<file path="src/rtl/gray_pkg.sv">
// Shared types and helpers for the Gray-code counter: the per-cycle command
// enum and binary/Gray conversion functions. The functions work on the
// widest legal counter width and are truncated by the caller.
package gray_pkg;

    localparam int MAX_W = 16;

    typedef enum logic [2:0] {
        CMD_HOLD,
        CMD_CLR,
        CMD_LOAD,
        CMD_UP,
        CMD_DOWN
    } cmd_t;

    function automatic logic [MAX_W-1:0] bin2gray(input logic [MAX_W-1:0] b);
        return b ^ (b >> 1);
    endfunction

    function automatic logic [MAX_W-1:0] gray2bin(input logic [MAX_W-1:0] g);
        logic [MAX_W-1:0] b;
        b[MAX_W-1] = g[MAX_W-1];
        for (int i = MAX_W - 2; i >= 0; i--) begin
            b[i] = b[i+1] ^ g[i];
        end
        return b;
    endfunction

endpackage

</file>
<file path="src/rtl/gray_step_check.sv">
// Watches consecutive gray_q values and flags any counting step that moved
// more than one bit. The flag is aligned with the offending new value.
module gray_step_check #(
    parameter int WIDTH = 4
) (
    input  logic             clk,
    input  logic             rst,
    input  logic             step,
    input  logic             skip,
    input  logic [WIDTH-1:0] gray_q,
    output logic             gray_err
);

    logic [WIDTH-1:0] prev;
    logic             pend;
    logic [WIDTH-1:0] diff;

    // Remember the value before each edge and whether that edge was a checked step
    always_ff @(posedge clk) begin
        if (!rst) begin
            prev <= '0;
            pend <= 1'b0;
        end else begin
            prev <= gray_q;
            pend <= step && !skip;
        end
    end

    // More than one bit set in the difference means a multi-bit step
    always_comb begin
        diff     = gray_q ^ prev;
        gray_err = pend && ((diff & (diff - WIDTH'(1))) != '0);
    end

endmodule

</file>
<file path="src/rtl/gray_counter.sv">
// Up/down modulo-N counter with registered binary and Gray outputs, wrap and
// out-of-range-load pulses. Defining GRAY_COUNTER_CHECK_EN adds the gray_err
// output and a step checker that flags multi-bit Gray transitions.
module gray_counter
    import gray_pkg::*;
#(
    parameter int WIDTH  = 4,
    parameter int MODULO = 2 ** WIDTH
) (
    input  logic             G_CLK_TX,
    input  logic             rst,
    input  logic             en,
    input  logic             up_dn,
    input  logic             clr,
    input  logic             load,
    input  logic [WIDTH-1:0] load_val,
    output logic [WIDTH-1:0] bin_q,
    output logic [WIDTH-1:0] gray_q,
    output logic             wrap,
    output logic             load_err
`ifdef GRAY_COUNTER_CHECK_EN
    ,
    output logic             gray_err
`endif
);

    localparam logic [WIDTH-1:0] MAX_VAL = WIDTH'(MODULO - 1);
    localparam logic [WIDTH:0]   MOD_W   = (WIDTH + 1)'(MODULO);
    localparam logic [WIDTH-1:0] ONE     = WIDTH'(1);
    localparam bit               IS_POW2 = ((MODULO & (MODULO - 1)) == 0);

    cmd_t             cmd;
    logic [WIDTH-1:0] bin_next;
    logic             wrap_next;
    logic             lerr_next;

    // Resolve the per-cycle command: clear beats load beats count
    always_comb begin
        cmd = CMD_HOLD;
        if (clr) begin
            cmd = CMD_CLR;
        end else if (load) begin
            cmd = CMD_LOAD;
        end else if (en) begin
            cmd = up_dn ? CMD_UP : CMD_DOWN;
        end
    end

    // Next count and the pulses that accompany it
    always_comb begin
        bin_next  = bin_q;
        wrap_next = 1'b0;
        lerr_next = 1'b0;
        case (cmd)
            CMD_CLR: bin_next = '0;
            CMD_LOAD: begin
                if ({1'b0, load_val} >= MOD_W) begin
                    bin_next  = MAX_VAL;
                    lerr_next = 1'b1;
                end else begin
                    bin_next = load_val;
                end
            end
            CMD_UP: begin
                if (bin_q == MAX_VAL) begin
                    bin_next  = '0;
                    wrap_next = 1'b1;
                end else begin
                    bin_next = bin_q + ONE;
                end
            end
            CMD_DOWN: begin
                if (bin_q == '0) begin
                    bin_next  = MAX_VAL;
                    wrap_next = 1'b1;
                end else begin
                    bin_next = bin_q - ONE;
                end
            end
            default: ;
        endcase
    end

    // Binary and Gray outputs are registered together so they never skew
    always_ff @(posedge G_CLK_TX) begin
        if (!rst) begin
            bin_q    <= '0;
            gray_q   <= '0;
            wrap     <= 1'b0;
            load_err <= 1'b0;
        end else begin
            bin_q    <= bin_next;
            gray_q   <= WIDTH'(bin2gray(MAX_W'(bin_next)));
            wrap     <= wrap_next;
            load_err <= lerr_next;
        end
    end

`ifdef GRAY_COUNTER_CHECK_EN
    logic step_chk;
    logic skip_chk;

    // Only plain count steps are checked; a non-power-of-two wrap is multi-bit by nature
    always_comb begin
        step_chk = (cmd == CMD_UP) || (cmd == CMD_DOWN);
        skip_chk = wrap_next && !IS_POW2;
    end

    gray_step_check #(
        .WIDTH(WIDTH)
    ) u_check (
        .clk     (G_CLK_TX),
        .rst     (rst),
        .step    (step_chk),
        .skip    (skip_chk),
        .gray_q  (gray_q),
        .gray_err(gray_err)
    );
`endif

endmodule

</file>
<file path="config.mk">
export PLATFORM = sky130hd
export DESIGN_NAME = gray_counter
export DESIGN_NICKNAME = d
export VERILOG_FILES = /design/src/rtl/gray_pkg.sv /design/src/rtl/gray_step_check.sv /design/src/rtl/gray_counter.sv
export SDC_FILE = /design/constraint.sdc
export NUM_CORES = 1
export LEC_CHECK = 0
export ABC_AREA = 1
export CAP_MARGIN = 40
export CELL_PAD_IN_SITES_DETAIL_PLACEMENT = 1
export CELL_PAD_IN_SITES_GLOBAL_PLACEMENT = 2
export CORE_ASPECT_RATIO = 1.25
export CORE_UTILIZATION = 24
export CTS_CLUSTER_SIZE = 12
export DETAILED_ROUTE_END_ITERATION = 16
export GPL_TIMING_DRIVEN = 1
export PLACE_DENSITY = 0.88
export SLEW_MARGIN = 10
export SYNTH_ARGS = -nofsm -noshare
export SYNTH_HDL_FRONTEND = slang
export SYNTH_SLANG_ARGS = --single-unit
</file>
<file path="constraint.sdc">
create_clock -name G_CLK_TX -period 3.3 [get_ports G_CLK_TX]
set_input_delay 0.495 -clock G_CLK_TX [delete_from_list [all_inputs] [get_ports G_CLK_TX]]
set_output_delay 0.495 -clock G_CLK_TX [all_outputs]
set_load 0.02 [all_outputs]
</file>
# After elaboration in Yosys (flattened, before gate mapping)
# Cells that the tools add are included.
dict set report totals {
  ff_bits 9
  latch_bits 0
  ramBits 0
  rom_bits 0
  input_bits 10
  output_inout_bits 10
  word_cells 22
  n_memories 0
}
dict set report op_classes {
  n_addsub 2
  mul 0
  n_div 0
  n_lt_le_gt_ge 0
  n_eq_ne 5
  n_shift 0
  n_mux 10
  n_bitwise 1
  reduce_logical 1
}
# op count
set ops {}
lappend ops {{$pmux W4 S4} 1}
lappend ops {{$mux W3} 4}
lappend ops {{$mux W4} 2}
lappend ops {{$eq A3 B2 Y1 const B} 2}
lappend ops {{$add A4 B1 Y4 const B} 1}
lappend ops {{$eq A4 B4 Y1 const B} 1}
lappend ops {{$logic_not A4 Y1} 1}
lappend ops {{$sub A4 B1 Y4 const B} 1}
lappend ops {{$xor A4 B3 Y4} 1}
lappend ops {{$eq A3 B1 Y1 const B} 1}
lappend ops {{$eq A3 B3 Y1 const B} 1}
lappend ops {{$mux W1} 2}
lappend ops {{$pmux W1 S2} 1}

# Depth between registers and ports, before layout
# Gate-level depths: netlist (run 1).
dict set report logic_depth {
  depth_word 7
  depth_mapped 11
  mapped_depth_nobuf 11
}

# Worst setup path before layout (run 1)
# No wires, ideal clock.
dict set report synth_timing {
  path_kind {reg2reg}
  from {register bin_q[0]}
  to {register gray_q[0]}
  setup_ns 0.113
  t_arrival_ns 1.402
  t_required_ns 3.187
  slack_ns 1.785
  stages_incl_launch_ff 10
  n_path_buf 0
  synth_period_minus_slack_ns 1.515
  path_cell_list {dfxtp_1 > inv_1 > ha_1 > inv_1 > nand3_1 > nand3_1 > nor2_2 > nand3_1 > nand2_1 > nor2_1}
}
dict set report synth_via {
  elab_chain_cells 4
  elab_cells_between_ends 8
  classes_between {add/sub: 2; eq/ne: 1; mux: 3; bitwise: 1; reduce/logical: 1}
}
# element line_no
set synth_rtl {}
lappend synth_rtl {{start, declared} gray_counter.sv:17} ;# output logic [WIDTH-1:0] bin_q,
lappend synth_rtl {{start signal, assigned} gray_counter.sv:92} ;# bin_q <= bin_next;
lappend synth_rtl {{$sub A4 B1 Y4, or another cell as far along} gray_counter.sv:77} ;# bin_next = bin_q - ONE;
lappend synth_rtl {{$mux W4 (on tied branches)} {gray_counter.sv:73, gray_counter.sv:65}}
lappend synth_rtl {{$pmux W4 S4 *} gray_counter.sv:54} ;# case (cmd)
lappend synth_rtl {{$xor A4 B3 Y4 *} gray_pkg.sv:17} ;# return b ^ (b >> 1);
lappend synth_rtl {{end signal, assigned} gray_counter.sv:93} ;# gray_q <= WIDTH'(bin2gray(MAX_W'(bin_next)));
lappend synth_rtl {{end, declared} gray_counter.sv:18} ;# output logic [WIDTH-1:0] gray_q,
# Mark *: on every way between the ends. The rest lies on a longest branch, timed or not.
# A chain may end at the register's enable or synchronous reset.

# Worst setup path in the final report (run 1)
dict set report layout_timing {
  from {register bin_q[2]}
  to {output port bin_q[2]}
}
# No word-level cell between the ends.

==> results of run 1 <==
## routing by layer
layer	vias up	share of wire	GRT usage
li1	368	-	-
met1	327	0.45	0.166
met2	10	0.52	0.254
met3	0	0.030	0.0433
met4	0	0	0.0126
met5	-	0	0
## state kept, by name, summed over array words and instances, names as in the netlist
signal / cells
bin_q: 4
wrap: 1
gray_q: 3
## synth_stat cells, drive strengths merged
cell / count / area, sq um
dfxtp: 8 / 160
a32oi: 1 / 8.76
nor2: 18 / 90.1
ha: 2 / 25.0
conb: 1 / 3.75
inv: 19 / 71.3
buf: 3 / 22.5
nor3: 1 / 10.0
or2: 1 / 6.26
nand3: 16 / 85.1
nand4: 4 / 25.0
nand2: 34 / 138
## cells in the final DEF, fill, tap and decap left out, types with 2 or more instances in the layout
cell,count
nand2_1,30
clkdlybuf4s50_1,18
inv_1,15
nand3_1,15
nor2_1,13
dfxtp_1,8
inv_2,4
nand4_1,4
nand2_2,4
nor2_2,3
clkbuf_4,3
nor2_4,2
ha_1,2
## area by class of cell
| class | count | area share |
|---|---|---|
| inverter | 19 | 0.0823 |
| timing repair buffer | 18 | 0.208 |
| clock buffer | 3 | 0.0260 |
| multi-input combinational | 78 | 0.452 |
| sequential | 8 | 0.185 |
| tap | 33 | 0.0476 |
## where the power goes
part           internal (uW)  leakage [uW]  switching [uW]  total [uW]
registers                103     0.0000657            6.60         110
logic                   37.1      0.000347            47.0        84.2
clock network           41.3     0.0000138            29.2        70.5
## through the flow
step	setup WS (ps)	hold WS [ps]	power, uW	utilization
after floorplan	1790	616	162	-
after detailed placement	1350	740	197	0.338
after global routing	1280	818	286	0.347
after global placement	1370	747	196	0.338
final	1350	752	265	0.347
after CTS	1330	754	270	0.347
## kinds of logic after synthesis
logic type | after synthesis | synth area share
and+or+nand+nor | 74 | 0.548
buffers and inverters | 22 | 0.145
AOI/OAI and AO/OA | 1 | 0.0136
other | 1 | 0.00581
adders and majority gates | 2 | 0.0388
DFF | 8 | 0.248
## worst paths after layout
path | start | to | slack [ps] | cells past startpoint
max | bin_q[2]$_SDFF_PN0_ | bin_q[2] | 1350 | 1
min | bin_q[3]$_SDFF_PN0_ | bin_q[3]$_SDFF_PN0_ | 750 | 4
max reg2reg | bin_q[0]$_SDFF_PN0_ | gray_q[0]$_SDFF_PN0_ | 1660 | 9
min reg2reg | bin_q[3]$_SDFF_PN0_ | bin_q[3]$_SDFF_PN0_ | 750 | 4
==> metrics, run 1 <==
IO buf count=18; CTS resizes=0; Reg area=160 sq um; Worst Setup Path Type=reg2out; Layout Cells excl Fill=159; WP data arrival=1460 ps; multi-input logic area=392 sq um; die span in x=48.4 um; largest net degree at the start of global routing=11; kind of start point of the critical path=register; deepest clock path buffer count=2; cell area after synthesis=646 sq um; Tcrit/Tclk final=0.592; area growth from synthesis to layout=34.3%; share of final-layout standard cells stronger than drive strength 1=0.143; setup bufs post-CTS=0; vias in the first global route=705; Die ar.=2900 sq um; Final Hold Vio Count=0; row count=20; worst-path maximum fanout=10; Crit path max-delay family=buffers and inverters; count of cell types in the netlist=17; placed cell count=156; CP bufs+invs=1; crit end category=output pin; routed vias/inst=4.43; CTS tree=done; setup TNS=0 ps; Worst path max stage delay=680 ps; P_leak=0.000427 uW; Hold Path Class=reg2reg; Peak Freq=512 MHz; VDD IR-drop max=0.191 mV; DP Area=845 sq um; final net count=140; routed vias=705; grt ovf=0; GRT Util Overall=0.139; Max Cap Violations=0; Post-Syn Instances=108; RSZ-0062 raised after global routing=no; Pwr per Cell Area=305 nW/um^2; CP Cell Sequence=clkdlybuf4s50_1; CTS Root Buffer Type=clkbuf_4; Antenna diodes=0; core area=2500 sq um; syn_area_per_cell=5.98 sq um; initial core utilization=0.258; endpoints failing setup=0; DR WL/cell=10.9 um; # hold bufs at CTS=0; Clock Pin Slew Worst Setup and Hold Paths=50 ps; WL final=1730 um; ANT nets after route=0; DR iter-0 viols=9; Yosys reg bits=8; hpwl dp=1490 um; H-tree depth=1; Layout fillers=342; CTS Buf Count=3; worst path required time=2800 ps; Ys Warns=0; outcome=finished, final reports clean; DR pass1 iterations=4; first-pass GRT wire length=3080 um; Final Instance Area=867 sq um; min cycle time layout=1950 ps; skew final=0.525 ps; Clock Sink Count=8; sequential share of the synthesized area=0.248; # IOs=20; Final Max Tran Viols=0; DRC=0; initial antenna violation count=0; chip height=60.0 um; clk_lat worst skew=240 ps; Net Count, Synth=120; GP Congestion=0.828; Slowest-stage cell, CP=clkdlybuf4s50_1
No activity file was read; power rests on OpenSTA's default activity.
==> run 2: changes to the inputs <==
Settings changed: CORE_UTILIZATION 24 to 22, PLACE_DENSITY 0.88 to 0.82.
Clock period 3.3 ns to 1.8 ns, I/O delays scaled along.
==> run 2 against run 1 <==
Effect of this change: cell area grew 1.0%; combinational power rose by 84%; first-iteration DRC count down 22%; non-clock buffer count is 1 higher; setup slack got worse by 1300 ps; clock-buffer cell count unchanged; final cell count is 1.3% higher; sequential cell count is the same; clock skew increased by 2.2 ps; clock power up 94%; register-to-register slack worse by 1400 ps.
==> metrics, run 2 (synthesized netlist as in run 1, its figures left out) <==
Most flops, register=bin_q; H-tree depth=1; Crit path max-delay family=buffers and inverters; largest net degree at the start of global routing=11; # IOs=20; core area=2730 sq um; Layout fillers=368; clk_lat worst skew=250 ps; outcome=finished, final reports clean; skew final=2.76 ps; reg2reg path depth=8; routed vias/inst=4.43; routed vias=714; Tcrit/Tclk final=0.948; Pwr per Cell Area=563 nW/um^2; Antenna diodes=0; DR pass1 iterations=4; ANT nets after route=0; vias in the first global route=730; hold endpoint=gray_q[0]$_SDFF_PN0_; multi-input logic area=392 sq um; CTS resizes=0; crit end category=output pin; # hold bufs at CTS=0; initial core utilization=0.236; Largest regs=bin_q (4), gray_q (3), wrap (1); grt ovf=0; DR WL/cell=10.1 um; VDD IR-drop max=0.265 mV; kind of start point of the critical path=register; worst-path maximum fanout=10; row count=21; Hold Path Depth=3; most frequent cells in the layout=nand2_1, clkdlybuf4s50_1, inv_1, nand3_1, nor2_1; Clock Sink Count=8; Peak Freq=586 MHz; IO buf count=18; CP bufs+invs=1; Max Cap Violations=0; max reg flops=4; die span in x=50.5 um; DRC=0; r2r setup slk=250 ps; chip height=62.6 um; DR iter-0 viols=7; GRT Util Overall=0.124; Final Hold Vio Count=0; CTS tree=done; area growth from synthesis to layout=35.7%; first-pass GRT wire length=3060 um; WL final=1630 um; WP data arrival=1440 ps; RSZ-0062 raised after global routing=no; worst r2r src=bin_q[0]$_SDFF_PN0_; Worst Setup Path Type=reg2out; Clock Pin Slew Worst Setup and Hold Paths=60 ps; Final Max Tran Viols=0; min cycle time layout=1710 ps; Die ar.=3160 sq um; share of final-layout standard cells stronger than drive strength 1=0.150; hpwl dp=1440 um; P_leak=0.000431 uW; Slowest-stage cell, CP=clkdlybuf4s50_1; worst path required time=1530 ps; Hold Crit Start=rst; GP Congestion=0.804; endpoints failing setup=0; Hold Path Class=in2reg; CP Cell Sequence=clkdlybuf4s50_1; reg2reg end=gray_q[0]$_SDFF_PN0_; setup bufs post-CTS=0; setup TNS=0 ps; final net count=141; CTS Buf Count=3; CTS Root Buffer Type=clkbuf_4; deepest clock path buffer count=2; Reg area=160 sq um; Worst path max stage delay=670 ps; initial antenna violation count=0; Finished Core Util=0.321; commonest non-fill, non-tap cell in the layout=nand2_1
-- run 2: per-stage QoR --
stage	power (uW)	area [sq um]	hold WS, ps	setup WS (ps)	cells
finish	493	876	594	93.0	161
global route	535	876	615	9.75	161
CTS	504	876	592	64.1	161
detailed placement	362	853	732	82.4	158
global placement	360	853	736	107	158
floorplan	298	646	391	285	108
-- run 2: cell type report --
type / instances / share of cell area
clock buffer: 3 / 0.0257
inverter: 19 / 0.0814
multi-input combinational: 78 / 0.447
sequential: 8 / 0.183
tap: 34 / 0.0486
timing repair buffer: 19 / 0.214
-- run 2: where the power goes --
part / total, uW / internal (uW) / switching [uW]
combinational: 155 / 69.5 / 85.3
clock: 137 / 76.3 / 60.8
sequential: 201 / 189 / 12.2
total: 493 / 335 / 158
-- run 2: worst register-to-register path, stage by stage, from the launching register on --
cell,delay (ps)
dfxtp_1,450
inv_1,100
ha_1,310
nand3_1,90
nand3_1,90
nor2_2,190
nand3_1,100
nand2_1,70
nor2_1,40
-- run 2: how the worst max path moves through the flow --
stage	slack, ps	startpoint	to	depth (start not counted)
floorplan	290	bin_q[0]$_SDFF_PN0_	gray_q[0]$_SDFF_PN0_	9
global placement	110	load	gray_q[1]$_SDFF_PN0_	10
detailed placement	80	load	gray_q[1]$_SDFF_PN0_	10
CTS	60	bin_q[2]$_SDFF_PN0_	bin_q[2]	1
global route	10	bin_q[2]$_SDFF_PN0_	bin_q[2]	1
finish	90	bin_q[2]$_SDFF_PN0_	bin_q[2]	1
-- run 2: routing by layer --
metal,up-vias,wire length (um),GRT usage
li1,367,-,-
met1,329,663,0.135
met2,18,910,0.237
met3,0,59,0.0292
met4,0,0,0.0208
met5,-,0,0
==> run 3: changes to the inputs <==
Settings changed: HOLD_SLACK_MARGIN from default to 0.02, MAX_ROUTING_LAYER from default to met4.
==> run 3 against run 2 <==
Effect of this change: sequential share of layout area stayed put; critical endpoint unchanged; sequential cell count stayed put; clock power hardly changed.
==> metrics, run 3 (synthesized netlist as in run 1, its figures left out) <==
Slowest-stage cell, CP=clkdlybuf4s50_1; routed vias/inst=4.43; IO buf count=18; # hold bufs at CTS=0; worst path required time=1530 ps; Worst path max stage delay=670 ps; die span in x=50.5 um; # IOs=20; Final Max Tran Viols=0; WP data arrival=1440 ps; WL final=1640 um; H-tree depth=1; kind of start point of the critical path=register; Clock Pin Slew Worst Setup and Hold Paths=50 ps; endpoints failing setup=0; Crit path max-delay family=buffers and inverters; setup TNS=0 ps; RSZ-0062 raised after global routing=no; CTS resizes=0; Power Total=493 uW; largest net degree at the start of global routing=11; P_sw=158 uW; most frequent cells in the layout=nand2_1, clkdlybuf4s50_1, inv_1, nand3_1, nor2_1; first-pass GRT wire length=3060 um; deepest clock path buffer count=2; setup bufs post-CTS=0; Clock Sink Count=8; P_int=335 uW; area growth from synthesis to layout=35.7%; chip height=62.6 um; GRT Util Overall=0.127; Largest regs=bin_q (4), gray_q (3), wrap (1); Peak Freq=586 MHz; max reg flops=4; P_leak=0.000431 uW; CP Cell Sequence=clkdlybuf4s50_1; Sw Ratio=0.320; ANT nets after route=0; CP bufs+invs=1; Max Cap Violations=0; VDD IR-drop max=0.263 mV; initial core utilization=0.236; register share of total power=0.409; routed vias=714; CTS Root Buffer Type=clkbuf_4; worst-path maximum fanout=10; DRC=0; final net count=141; Hold Path Class=in2reg; Pwr per Cell Area=563 nW/um^2; clk_lat worst skew=250 ps; Comb pwr share=0.315; commonest non-fill, non-tap cell in the layout=nand2_1; row count=21; Tcrit/Tclk final=0.948; Final Hold Vio Count=0; crit end category=output pin; vias in the first global route=730; DR pass1 iterations=2; CTS tree=done; Die ar.=3160 sq um; GP Congestion=0.816; grt ovf=0; CTS Buf Count=3; Antenna diodes=0; share of final-layout standard cells stronger than drive strength 1=0.150; outcome=finished, final reports clean; Most flops, register=bin_q; hpwl dp=1440 um; Worst Setup Path Type=reg2out; DR iter-0 viols=16; min cycle time layout=1710 ps; initial antenna violation count=0; skew final=3.38 ps; DR WL/cell=10.2 um; core area=2730 sq um; Clk pwr share=0.276
[run 3: cell counts in the layout (fill, tap and decap cells not counted)]
Identical to the previous run, type by type.
[run 3: worst paths after layout]
path	startpoint	end	slack, ps	cells past startpoint
worst min-delay path	rst	gray_q[0]$_SDFF_PN0_	590	3
worst max-delay path	bin_q[2]$_SDFF_PN0_	bin_q[2]	90	1
worst min register to register	bin_q[3]$_SDFF_PN0_	bin_q[3]$_SDFF_PN0_	730	4
worst max register to register	bin_q[0]$_SDFF_PN0_	gray_q[0]$_SDFF_PN0_	230	8
[run 3: routing by layer]
metal	up-vias	share of wire	track usage
met2	19	0.55	0.237
met1	328	0.41	0.135
met5	-	0	-
met4	0	0	0.0208
li1	367	-	-
met3	0	0.042	0.0292
[run 3: power by group through the flow]
stage               Sequential [uW]  Clock, uW  Combinational [uW]
global placement                205          0                 154
floorplan                       215          0                83.0
detailed placement              206          0                 157
global route                    203        157                 175
finish                          201        136                 155
CTS                             202        144                 157
[run 3: final cells by class]
cell class | instances | area, sq um
fill | 368 | 1860
multi-input combinational | 78 | 392
sequential | 8 | 160
inverter | 19 | 71.3
tap | 34 | 42.5
timing repair buffer | 19 | 188
clock buffer | 3 | 22.5
[run 3: per-stage QoR]
step,instance area (sq um),cells,hold WS [ps],setup slack [ps],utilization
after floorplan,646,108,391,285,-
after global placement,853,158,736,107,0.312
after detailed placement,853,158,732,82.4,0.312
after CTS,876,161,592,64.1,0.321
after global routing,876,161,615,9.75,0.321
final,876,161,594,94.0,0.321
[run 3: tightest hold or removal path, stage by stage]
cell             delay, ps
clkdlybuf4s50_1        420
nand2_1                 70
nor2_1                  40
==> RTL change 1, RTL diff (flow settings as in run 3) <==
Register the output `bin_q` once more, with the module's reset; this adds one clock of latency there. The other outputs are not delayed to match.
--- a/src/rtl/gray_counter.sv
+++ b/src/rtl/gray_counter.sv
@@ -30,4 +30,6 @@
     localparam bit               IS_POW2 = ((MODULO & (MODULO - 1)) == 0);
 
+    logic [WIDTH-1:0] bin_q_s0;
+
     cmd_t             cmd;
     logic [WIDTH-1:0] bin_next;
@@ -49,5 +51,5 @@
     // Next count and the pulses that accompany it
     always_comb begin
-        bin_next  = bin_q;
+        bin_next  = bin_q_s0;
         wrap_next = 1'b0;
         lerr_next = 1'b0;
@@ -63,17 +65,17 @@
             end
             CMD_UP: begin
-                if (bin_q == MAX_VAL) begin
+                if (bin_q_s0 == MAX_VAL) begin
                     bin_next  = '0;
                     wrap_next = 1'b1;
                 end else begin
-                    bin_next = bin_q + ONE;
+                    bin_next = bin_q_s0 + ONE;
                 end
             end
             CMD_DOWN: begin
-                if (bin_q == '0) begin
+                if (bin_q_s0 == '0) begin
                     bin_next  = MAX_VAL;
                     wrap_next = 1'b1;
                 end else begin
-                    bin_next = bin_q - ONE;
+                    bin_next = bin_q_s0 - ONE;
                 end
             end
@@ -85,10 +87,10 @@
     always_ff @(posedge G_CLK_TX) begin
         if (!rst) begin
-            bin_q    <= '0;
+            bin_q_s0 <= '0;
             gray_q   <= '0;
             wrap     <= 1'b0;
             load_err <= 1'b0;
         end else begin
-            bin_q    <= bin_next;
+            bin_q_s0 <= bin_next;
             gray_q   <= WIDTH'(bin2gray(MAX_W'(bin_next)));
             wrap     <= wrap_next;
@@ -119,4 +121,12 @@
 `endif
 
+    always_ff @(posedge G_CLK_TX) begin
+        if (!rst) begin
+            bin_q <= '0;
+        end else begin
+            bin_q <= bin_q_s0;
+        end
+    end
+
 endmodule
 
Function: changed (Yosys sat finds a counterexample within 4 cycles, from zero or initial values and one cycle with rst low).
==> RTL change 1 against run 3 <==
  * Setup slack improved by 93 ps
  * Synthesized cell count rose by 5.6%
  * Critical path depth is the same
  * Power is 25% higher
  * Via count up 2.7%
  * Cell area rose by 8.1%
  * Global-route usage is 0.080 points lower
  * Area after synthesis rose by 13%
  * Core utilization is 0.77 points lower
  * Count of clock-buffer cells in the layout unchanged
  * Wire length up 7.4%
  * Sequential cell count increased by 4
  * Clock power is 15% higher
==> RTL change 1: results (changes against run 3) <==
[cells_and_area]
instances_no_fill=168  ; +4.3%
buffer_area_share_pct=19.8  ; -1.6 points
multiInputGateArea_um2=373  ; -4.8%
top_regs=bin_q (4), gray_q (4), bin_q_s0 (3)
clock_area_share_pct=2.38  ; -0.19 points
nets=146  ; +3.5%
num-nonclk-inverters=21  ; +2
fillers=413  ; +12%
multi_input_gates=77  ; -1.3%
regArea_um2=240  ; +50%
drive_above_1_share_pct=9.85  ; -5.1 points

[route]
wl_um=1770  ; +7.4%
wl_met1_um=793  ; +19%
drt_first_pass_iters=4  ; +2
drt-initial-drc-count=11  ; -5
wl_met2_um=883  ; -2.9%
route.vias.total=733  ; +2.7%

[global_route]
met3_usage_pct=3.91  ; +0.99 points
grt_first_pass_wirelength_um=3200  ; +4.5%
grt_util_met1_pct=13.1  ; -0.40 points
use_met2_pct=21.7  ; -1.9 points
grt_pass1_vias=771  ; +5.6%
grt_usage_pct=12.7  ; -0.080 points
grt_max_degree=10  ; -1

[place]
place_area_um2=922  ; +8.1%
dp_slack_ps=52.1  ; -30.3 ps
place.gp.congestion=0.794  ; -2.7%

[hold_path]
hp-start=bin_q_s0[0]
holdPathEnd=bin_q[0]
hold_class=flop to flop
hold_path_depth=2  ; -1

[status]
status=completed

[setup_path]
startpoint=gray_q[3]
worstSetupEndpoint=gray_q[3]
rr_worst_depth=10  ; +2
max_stage_delay_ps=640  ; -30 ps
rr_endpoint=gray_q[2]
slowest_stage=clkdlybuf4s50_1
r2r_start=bin_q_s0[1]
worst_ep_arrival_time_ps=1340  ; -100 ps
rrSetupSlack_ps=270  ; +40 ps

[yosys]
synth.net_count=126  ; +5.0%
synth_cell_types=19  ; +2
yosys-top-cells-area=dfxtp_1, nand2_1, inv_1
synth_seq_area_share_pct=33.0  ; +8.2 points
ys_seq_elements=12  ; +4
syn_avg_cell_area_um2=6.38  ; +6.7%

[timing]
finClkSkew_ps=2.40  ; -0.977 ps
fin_crit_sh_pct=89.6  ; -5.2 points
hold-worst-slack_ps=505  ; -89.5 ps

[clocking]
path_clk_slew_ps=70  ; +20 ps
clk_latency_ps=260

[pwr]
peakVddDrop_v=0.000350  ; +33%
leakagePower_nw=0.500  ; +16%
powerDensity_nw_per_um2=651  ; +16%

-- RTL change 1: cell count changes in the layout (fill, tap and decap cells not counted), moves of 2 or more --
cell,run 3,this run
nand4_1,4,1
a21oi_1,0,5
dfxtp_1,8,12
nor2_1,13,17
inv_1,15,21
inv_2,4,0
nand3_1,15,9
nand3b_1,0,2
-- RTL change 1: kinds of logic (layout without fill, tap and decap cells) --
logic type | after synthesis | count (layout) | synth area share [%]
flip-flops | 12 | 12 | 33.0
adder cells (fa/ha/maj) | 2 | 2 | 3.44
AND/OR/NAND/NOR | 68 | 68 | 42.9
buffers and inverters | 25 | 43 | 16.0
AO/OA/AOI/OAI | 6 | 6 | 4.13
other | 1 | 1 | 0.516
-- RTL change 1: where the power goes --
part	internal, mW	switching (mW)	leakage (nW)
Combinational	0.0723	0.0907	0.388
Sequential	0.283	0.0134	0.0985
Clock	0.0772	0.0795	0.0138
Total	0.433	0.184	0.500
==> RTL change 2, RTL diff (flow settings as in run 3) <==
Without the edit above. Set the parameter `WIDTH` to 3 (it was 4).
--- a/src/rtl/gray_counter.sv
+++ b/src/rtl/gray_counter.sv
@@ -5,5 +5,5 @@
     import gray_pkg::*;
 #(
-    parameter int WIDTH  = 4,
+    parameter int WIDTH  = 3,
     parameter int MODULO = 2 ** WIDTH
 ) (
Ports: changed (resized bin_q, gray_q and load_val); port bits go from 20 to 17. The function was not compared with the original's and may differ.
==> RTL change 2 against run 3 <==
  * Die area is 26% lower
  * Setup slack better by 100 ps
  * Wire length is 36% lower
  * Sequential cell count is 2 lower
  * Register-to-register slack better by 50 ps
  * Clock skew hardly changed
  * Area after synthesis is 27% lower
  * Final cell count is 34% lower
  * Global-route usage is 2.5 points lower
  * Worst hold slack better by 87 ps
  * Combinational power is 31% lower
  * Cell area is 25% lower
  * Power is 24% lower
  * First-iteration DRC count is 81% lower
  * Critical endpoint is now bin_q[0]
  * Largest cell class unchanged
  * Highest routed layer unchanged
==> RTL change 2: results (changes against run 3) <==
[setup_path]
rr_worst_depth=10  ; +2
worstSetupEndpoint=bin_q[0]
rrSetupSlack_ps=280  ; +50 ps
rr_endpoint=gray_q[1]
max_stage_delay_ps=650  ; -20 ps
crit_fanout=6  ; -4

[cells_and_area]
drive_above_1_share_pct=18.6  ; +3.6 points
top_regs=bin_q (3), gray_q (2), wrap (1)
nets=101  ; -28%

[pwr]
peakVddDrop_v=0.000519  ; +97%
leakagePower_nw=0.338  ; -22%

[yosys]
synth_compound_area_share_pct=1.59  ; +0.23 points
synth.net_count=83  ; -31%
synth_seq_area_share_pct=25.5  ; +0.66 points
synth_commonest_cells=nand2_1, inv_1, nand3_1
syn_avg_cell_area_um2=6.74  ; +13%
synth_cell_types=16  ; -1
synthAdderAreaFrac_pct=10.6  ; +6.7 points

[global_route]
grt_first_pass_wirelength_um=1760  ; -43%
grt_max_degree=8  ; -3
use_met2_pct=19.7  ; -4.0 points
grt_util_met1_pct=10.4  ; -3.1 points
grt_usage_pct=10.3  ; -2.5 points

[place]
port_buffers=15  ; -3
dp_hpwl_um=923  ; -36%
place_area_um2=632  ; -26%
place.gp.congestion=0.736  ; -9.8%

[timing]
finClkSkew_ps=3.63  ; +0.259 ps

[status]
status=completed

[route]
viasPerCell=4.30  ; -3.0%
drt-initial-drc-count=3  ; -13
route.vias.total=456  ; -36%

-- RTL change 2: cell count changes after synthesis, sizes merged --
cell    delta
a21boi     +1
a32oi      -1
buf        -1
dfxtp      -2
ha         +2
inv        -3
nand2     -13
nand3      -3
nand4      -2
nor2      -14
nor3       -1
or2        -1
-- RTL change 2: worst reg2reg max path: stages (launching register included) --
cell     delay [ps]
dfxtp_1         450
inv_1           100
ha_1            320
inv_1            60
nor2_1           40
nand3_1          80
nand4_2         140
nand2_2         110
nand2_1          50
nand2_1          50
inv_1            40
-- RTL change 2: worst min-delay path by stage --
stage          startpoint       end  slack (ps)  cells past startpoint
2_1_floorplan         rst  bin_q[2]         370                      2
3_3_place_gp     bin_q[2]      wrap         690                      3
3_5_place_dp     bin_q[2]      wrap         690                      3
4_1_cts               rst  bin_q[2]         700                      3
5_1_grt               rst  bin_q[2]         730                      3
6_report         bin_q[2]      wrap         680                      3
-- RTL change 2: layout make-up --
class                      instances  area [um2]  area share, %
tap                               20        25.0           3.82
timing repair buffer              15         150           22.9
clock buffer                       3        22.5           3.44
sequential                         6         120           18.4
inverter                          16        60.1           9.18
multi-input combinational         46         277           42.3
-- RTL change 2: power breakdown --
group	total [mW]	switching, mW	internal [mW]
Sequential	0.148	0.00669	0.142
Combinational	0.107	0.0578	0.0494
Clock	0.119	0.0443	0.0751
Total	0.375	0.109	0.266
-- RTL change 2: layer usage --
layer / wire [um] / part of all wire [%]
met1: 443 / 42
met2: 570 / 54
met3: 33 / 3.2
met4: 0 / 0
met5: 0 / 0
-- RTL change 2: kinds of logic (layout without fill, tap and decap cells) --
kind of cell | after synthesis | after routing
fa+ha+maj | 4 | 4
simple gates | 40 | 40
compound gates | 1 | 1
flops | 6 | 6
buf+inv | 18 | 34
other cells | 1 | 1
